## src/rtl/exc_commit_unit_pkg.sv

```systemverilog
// Shared types and constants for the exception commit unit: pipeline exception
// flags, MIPS ExcCodes, CP0 register addresses and the redirect FSM state.
package exc_commit_unit_pkg;

  typedef struct packed {
    logic Interrupt;
    logic WrongAddressinIF;
    logic ReservedInstruction;
    logic Overflow;
    logic Trap;
    logic Syscall;
    logic Break;
    logic RdWrongAddressinMEM;
    logic WrWrongAddressinMEM;
    logic TLBRefill;
    logic TLBInvalid;
    logic TLBModified;
    logic Eret;
    logic Refetch;
  } ExceptinPipeType;

  localparam logic [4:0] EXC_INT  = 5'h00;
  localparam logic [4:0] EXC_MOD  = 5'h01;
  localparam logic [4:0] EXC_TLBL = 5'h02;
  localparam logic [4:0] EXC_TLBS = 5'h03;
  localparam logic [4:0] EXC_ADEL = 5'h04;
  localparam logic [4:0] EXC_ADES = 5'h05;
  localparam logic [4:0] EXC_SYS  = 5'h08;
  localparam logic [4:0] EXC_BP   = 5'h09;
  localparam logic [4:0] EXC_RI   = 5'h0A;
  localparam logic [4:0] EXC_OV   = 5'h0C;
  localparam logic [4:0] EXC_TR   = 5'h0D;

  localparam logic [4:0] CP0_BADVADDR = 5'd8;
  localparam logic [4:0] CP0_STATUS   = 5'd12;
  localparam logic [4:0] CP0_CAUSE    = 5'd13;
  localparam logic [4:0] CP0_EPC      = 5'd14;

  typedef enum logic {
    ST_NORMAL   = 1'b0,
    ST_REDIRECT = 1'b1
  } state_e;

  typedef enum logic [1:0] {
    BADV_NONE = 2'd0,
    BADV_PC   = 2'd1,
    BADV_DATA = 2'd2
  } badv_sel_e;

endpackage

```

## src/rtl/exc_commit_unit_prio.sv

```systemverilog
// Combinational priority encoder: collapses the pending exception flags into a
// single action. TLB causes are decoded only when EXC_TLB_EN is defined.
module exc_prio_encoder
  import exc_commit_unit_pkg::*;
(
  input  ExceptinPipeType flags,
  input  logic            exl,
  output logic            take,
  output logic            is_eret,
  output logic            is_refetch,
  output logic [4:0]      excode,
  output badv_sel_e       badvaddr_sel,
  output logic            use_refill
);

  // NOTE: every output gets a default before the if-chain so no path can infer a latch.
  // An X flag evaluates false in an if, so unknown flags fall through to "no action".
  always_comb begin
    take         = 1'b0;
    is_eret      = 1'b0;
    is_refetch   = 1'b0;
    excode       = EXC_INT;
    badvaddr_sel = BADV_NONE;
    use_refill   = 1'b0;
    if (flags.Interrupt && !exl) begin
      take = 1'b1;
    end else if (flags.WrongAddressinIF) begin
      take = 1'b1; excode = EXC_ADEL; badvaddr_sel = BADV_PC;
    end else if (flags.ReservedInstruction) begin
      take = 1'b1; excode = EXC_RI;
    end else if (flags.Overflow) begin
      take = 1'b1; excode = EXC_OV;
    end else if (flags.Trap) begin
      take = 1'b1; excode = EXC_TR;
    end else if (flags.Syscall) begin
      take = 1'b1; excode = EXC_SYS;
    end else if (flags.Break) begin
      take = 1'b1; excode = EXC_BP;
    end else if (flags.RdWrongAddressinMEM) begin
      take = 1'b1; excode = EXC_ADEL; badvaddr_sel = BADV_DATA;
    end else if (flags.WrWrongAddressinMEM) begin
      take = 1'b1; excode = EXC_ADES; badvaddr_sel = BADV_DATA;
`ifdef EXC_TLB_EN
    end else if (flags.TLBRefill) begin
      take = 1'b1; badvaddr_sel = BADV_DATA; use_refill = !exl;
      excode = flags.WrWrongAddressinMEM ? EXC_TLBS : EXC_TLBL;
    end else if (flags.TLBInvalid) begin
      take = 1'b1; badvaddr_sel = BADV_DATA;
      excode = flags.WrWrongAddressinMEM ? EXC_TLBS : EXC_TLBL;
    end else if (flags.TLBModified) begin
      take = 1'b1; excode = EXC_MOD; badvaddr_sel = BADV_DATA;
`endif
    end else if (flags.Eret) begin
      is_eret = 1'b1;
    end else if (flags.Refetch) begin
      is_refetch = 1'b1;
    end
  end

`ifndef EXC_TLB_EN
  // TLB flags are deliberately left unconnected in this build.
  logic unused_tlb;
  assign unused_tlb = ^{flags.TLBRefill, flags.TLBInvalid, flags.TLBModified};
`endif

endmodule

```

## src/rtl/exc_commit_unit.sv

```systemverilog
// Exception commit unit: prioritises committing exceptions, updates EPC/Cause/
// Status/BadVAddr and redirects IF via valid/ready. Optional TLB causes: EXC_TLB_EN.
module exc_commit_unit
  import exc_commit_unit_pkg::*;
#(
  parameter logic [31:0] EXC_VECTOR    = 32'hBFC0_0380,
  parameter logic [31:0] REFILL_VECTOR = 32'hBFC0_0200
) (
  input  logic            clk,
  input  logic            rst,
  input  ExceptinPipeType MEM_ExceptType,
  input  logic            MEM_Valid,
  input  logic            MEM_Stall,
  input  logic [31:0]     MEM_PC,
  input  logic            MEM_IsInDelaySlot,
  input  logic [31:0]     MEM_DataAddr,
  input  logic            CP0_We,
  input  logic [4:0]      CP0_Waddr,
  input  logic [31:0]     CP0_Wdata,
  output logic            Flush,
  output logic            Redirect_Valid,
  input  logic            Redirect_Ready,
  output logic [31:0]     Redirect_PC,
  output logic [31:0]     EPC_o,
  output logic [4:0]      Cause_ExcCode_o,
  output logic            Cause_BD_o,
  output logic            Status_EXL_o,
  output logic [31:0]     BadVAddr_o
);

  state_e      state_q, state_d;
  logic [31:0] redirect_pc_q, redirect_pc_d;
  logic [31:0] epc_q, epc_d;
  logic [4:0]  excode_q, excode_d;
  logic        bd_q, bd_d;
  logic        exl_q, exl_d;
  logic [31:0] badvaddr_q, badvaddr_d;

  logic        pe_take, pe_eret, pe_refetch, pe_refill;
  logic [4:0]  pe_excode;
  badv_sel_e   pe_badv_sel;
  logic        commit, redirect_evt;

  exc_prio_encoder u_prio (
    .flags        (MEM_ExceptType),
    .exl          (exl_q),
    .take         (pe_take),
    .is_eret      (pe_eret),
    .is_refetch   (pe_refetch),
    .excode       (pe_excode),
    .badvaddr_sel (pe_badv_sel),
    .use_refill   (pe_refill)
  );

  assign commit       = MEM_Valid && !MEM_Stall && (state_q == ST_NORMAL);
  assign redirect_evt = commit && (pe_take || pe_eret || pe_refetch);

  always_comb begin
    state_d       = state_q;
    redirect_pc_d = redirect_pc_q;
    epc_d         = epc_q;
    excode_d      = excode_q;
    bd_d          = bd_q;
    exl_d         = exl_q;
    badvaddr_d    = badvaddr_q;

    case (state_q)
      ST_NORMAL: begin
        if (redirect_evt) begin
          state_d = ST_REDIRECT;
          if (pe_take) begin
            excode_d = pe_excode;
            // Nested exceptions keep the EPC/BD of the outermost handler.
            if (!exl_q) begin
              epc_d = MEM_IsInDelaySlot ? (MEM_PC - 32'd4) : MEM_PC;
              bd_d  = MEM_IsInDelaySlot;
            end
            exl_d         = 1'b1;
            redirect_pc_d = pe_refill ? REFILL_VECTOR : EXC_VECTOR;
            if (pe_badv_sel == BADV_PC)   badvaddr_d = MEM_PC;
            if (pe_badv_sel == BADV_DATA) badvaddr_d = MEM_DataAddr;
          end else if (pe_eret) begin
            exl_d         = 1'b0;
            redirect_pc_d = epc_q;
          end else begin
            redirect_pc_d = MEM_PC;
          end
        end
      end
      ST_REDIRECT: begin
        if (Redirect_Ready) state_d = ST_NORMAL;
      end
      default: state_d = ST_NORMAL;
    endcase

    // A committing redirect event takes precedence over a same-cycle MTC0.
    if (CP0_We && !redirect_evt) begin
      case (CP0_Waddr)
        CP0_BADVADDR: badvaddr_d = CP0_Wdata;
        CP0_STATUS:   exl_d      = CP0_Wdata[1];
        CP0_CAUSE:    excode_d   = CP0_Wdata[6:2];
        CP0_EPC:      epc_d      = CP0_Wdata;
        default:      ;
      endcase
    end
  end

  // NOTE: sequential state uses non-blocking assignments so all flops update together.
  always_ff @(posedge clk or posedge rst) begin
    if (rst) begin
      state_q       <= ST_NORMAL;
      redirect_pc_q <= '0;
      epc_q         <= '0;
      excode_q      <= '0;
      bd_q          <= 1'b0;
      exl_q         <= 1'b0;
      badvaddr_q    <= '0;
    end else begin
      state_q       <= state_d;
      redirect_pc_q <= redirect_pc_d;
      epc_q         <= epc_d;
      excode_q      <= excode_d;
      bd_q          <= bd_d;
      exl_q         <= exl_d;
      badvaddr_q    <= badvaddr_d;
    end
  end

  assign Flush           = (state_q == ST_REDIRECT);
  assign Redirect_Valid  = (state_q == ST_REDIRECT);
  assign Redirect_PC     = redirect_pc_q;
  assign EPC_o           = epc_q;
  assign Cause_ExcCode_o = excode_q;
  assign Cause_BD_o      = bd_q;
  assign Status_EXL_o    = exl_q;
  assign BadVAddr_o      = badvaddr_q;

endmodule

```

## config.mk

```make
export PLATFORM = sky130hd
export DESIGN_NAME = exc_commit_unit
export DESIGN_NICKNAME = d
export VERILOG_FILES = /design/src/rtl/exc_commit_unit_pkg.sv /design/src/rtl/exc_commit_unit_prio.sv /design/src/rtl/exc_commit_unit.sv
export SDC_FILE = /design/constraint.sdc
export NUM_CORES = 1
export LEC_CHECK = 0
export CORE_UTILIZATION = 42
export DETAILED_ROUTE_END_ITERATION = 10
export GPL_TIMING_DRIVEN = 1
export PLACE_DENSITY = 0.76
export SYNTH_ARGS = -nofsm -noshare
export SYNTH_HDL_FRONTEND = slang
export SYNTH_SLANG_ARGS = --single-unit
```

## constraint.sdc

```tcl
create_clock -name clk -period 7.2 [get_ports clk]
set_clock_uncertainty 0.2 [all_clocks]
set_input_delay 1.44 -clock clk [delete_from_list [all_inputs] [get_ports clk]]
set_output_delay 1.44 -clock clk [all_outputs]
set_load 0.02 [all_outputs]
```

==> metrics.cfg <==
[min_path]
hp-class=flip-flop to flip-flop
hold_depth=2
min-delay-start=Redirect_PC[1]$_DFFE_PP0P_
min_to=Redirect_PC[1]$_DFFE_PP0P_

[synth]
synth_area_um2=6280
ys_seq_elements=104
synth_ff_type=dfrtp_1
yosysWarnings=0
synth_cells=681
async_flop_share_pct=100
yosysSeqAreaShare_pct=41.5
ys_types=60
synth_area_per_cell_um2=9.22
synth_edf_count=0
synth.net_count=804

[timing]
setup_viol=0
period_minus_slack_ns=4.54
fmax_mhz=220
max_slew_margin_pct=21.3
final_max_slew_viol_count=0
hold_viol=0
hold_slack_ns=0.281
tns_ns=0
period_share_pct=63.1
worstMarginPinSlew_ns=1.18
rsz0062_at_grt=no

[floorplanning]
start_util_pct=43.2
die_w_um=124
die_h_um=124
coreArea_um2=14500
die_area_um2=15400
ioPinCount=227
num_rows=44

[grt]
overflow=0
track_usage_pct=29.2
grt_pass1_vias=6541
antenna_found_initial=0
grt_pass1_wl_um=35700
grt_max_degree=99

[pwr]
worst_ir_drop_vdd_v=0.000139
leakage_nw=3.42
power_density_nw_per_um2=252

[critical_path]
crit_required_ns=7.21
timing.rr.end=BadVAddr_o[12]$_DFF_PP0_
ff2ff_path_depth=6
worstSetupEndpointType=flip-flop
start_kind=input pin
reg2reg_from=Status_EXL_o$_DFF_PP0_
reg2reg_slack_ns=4.05
worstPathArrival_ns=4.55
critical_path_class=input pin to flip-flop
critPathMaxFanout=98

[routing]
vias_per_cell=6.15
drt_iter0_drc=616
vias=6461
wl_um=22500
drc=0
wl_per_cell_um=21.4
dr.pass1.iters=5
drtAntennaViolNets=0

[finish]
antennaDiodeCount=0
final_core_util_pct=61.3
nets=984
fillers=1231
area.growth.synth_to_final_pct=42.0
drive_above_1_share_pct=6.24

[clocking]
cts_setup_buffers=0
cts_tree=done
root_buffer=clkbuf_16
clockBufferDepth=2
ctsResizeCount=0
clk_latency_ns=0.35
cts.htree.levels=3
hold_buffers=0
numCtsBuffers=9
cts.sinks=104
clkTransAtPathRegs_ns=0.07

[job]
cap_violations=0

[outcome]
outcome=finished, final reports clean

[placed_design]
gp_congestion=0.888
portBuffers=223
dp_hpwl_um=15200

## Yosys cell counts, types with 6 or more instances
| master | n | share of area [%] |
|---|---|---|
| buf_2 | 21 | 1.7 |
| o21ai_0 | 16 | 1.3 |
| inv_1 | 10 | 0.60 |
| clkbuf_1 | 41 | 2.5 |
| nor4_1 | 6 | 0.60 |
| o22ai_1 | 10 | 1.0 |
| o2bb2ai_1 | 10 | 1.4 |
| o31ai_1 | 55 | 6.6 |
| dfrtp_1 | 104 | 41 |
| a31oi_1 | 16 | 1.6 |
| nand3_1 | 59 | 4.7 |
| mux2i_1 | 48 | 7.7 |
| o211ai_1 | 14 | 1.7 |
| nand2_1 | 35 | 2.1 |
| a211oi_1 | 30 | 3.6 |
| nor3_1 | 17 | 1.4 |
| a21oi_1 | 6 | 0.48 |
| and3_1 | 33 | 3.3 |
| nor2_1 | 61 | 3.6 |
| xnor2_1 | 15 | 2.1 |
## registers in the layout, summed over array words and instances (netlist names)
register and cells:
Flush 1, Status_EXL_o 1, EPC_o 32, Cause_ExcCode_o 5, Cause_BD_o 1, BadVAddr_o 32
Redirect_PC 32
## worst max path at each step
stage                               end         startpoint  cells after the start
4_1_cts        BadVAddr_o[12]$_DFF_PP0_  MEM_ExceptType[7]                      7
2_1_floorplan   BadVAddr_o[0]$_DFF_PP0_                rst                      1
3_5_place_dp   BadVAddr_o[12]$_DFF_PP0_  MEM_ExceptType[7]                      7
3_3_place_gp   BadVAddr_o[11]$_DFF_PP0_  MEM_ExceptType[7]                      7
6_report       BadVAddr_o[12]$_DFF_PP0_  MEM_ExceptType[7]                      7
5_1_grt         BadVAddr_o[3]$_DFF_PP0_  MEM_ExceptType[7]                      7
## cells in the final DEF, fill, tap and decap left out, types with 6 or more instances in the layout
master           Yosys  routed
clkbuf_16            0       9
dfrtp_1            104     104
a211oi_1            30      30
o211ai_1            14      14
clkdlybuf4s50_1      0     222
buf_4                2      11
nand2_1             35      35
xnor2_1             15      15
o2bb2ai_1           10      10
o31ai_1             55      55
a31oi_1             16      16
inv_1               10       9
o21ai_0             16      16
nand3_1             59      59
nor2_1              61      59
mux2i_1             48      48
nor3_1              17      17
and3_1              33      33
a21oi_1              6       6
nor4_1               6       6
o22ai_1             10      10
## critical path, stage by stage
cell             delay [ns]
clkdlybuf4s50_1        0.45
or4_4                  0.61
nor2_4                 0.22
a31o_4                 0.89
and2_1                 0.24
buf_4                  0.39
o31ai_1                0.16
## layout make-up
class	count	area [µm²]	area share, %
well taps	184	230	2.58
multi-input cells	502	3400	38.1
clock inverters	4	76.3	0.856
inverters	10	40.0	0.449
flip-flops and latches	104	2600	29.2
repair buffers	234	2310	25.9
clock buffers	12	256	2.88
## per-stage QoR
step           power [mW]  setup slack (ns)  instance area, µm²  std cells
2_1_floorplan        1.24              2.83                6280        681
5_1_grt              2.34              2.54                8910       1050
3_3_place_gp         1.68              2.44                8580       1034
3_5_place_dp         1.70              2.38                8580       1034
6_report             2.25              2.66                8910       1050
4_1_cts              2.25              2.74                8910       1050
## power by group
part           leakage [nW]  internal [mW]  switching [mW]
Combinational          2.03          0.417           0.447
Sequential             1.23          0.723           0.111
Clock                 0.159          0.325           0.225
## logic make-up (layout without fill, tap and decap cells)
| family | after synthesis | after routing | synth area share (%) |
|---|---|---|---|
| XOR/XNOR | 18 | 18 | 2.51 |
| multiplexers | 50 | 50 | 8.01 |
| buffers and inverters | 75 | 260 | 5.14 |
| adder cells (fa/ha/maj) | 1 | 1 | 0.199 |
| AO/OA/AOI/OAI | 181 | 181 | 20.9 |
| AND/OR/NAND/NOR | 252 | 252 | 21.8 |
| flip-flops | 104 | 104 | 41.5 |
## routing by layer
layer	global-route usage [%]	up-vias	part of all wire [%]
li1	-	2918	-
met1	36.9	3087	41
met2	47.0	404	47
met3	6.85	52	9.6
met4	13.9	0	2.9
met5	0	-	0
Note: power is estimated with default switching activity, not from simulation.
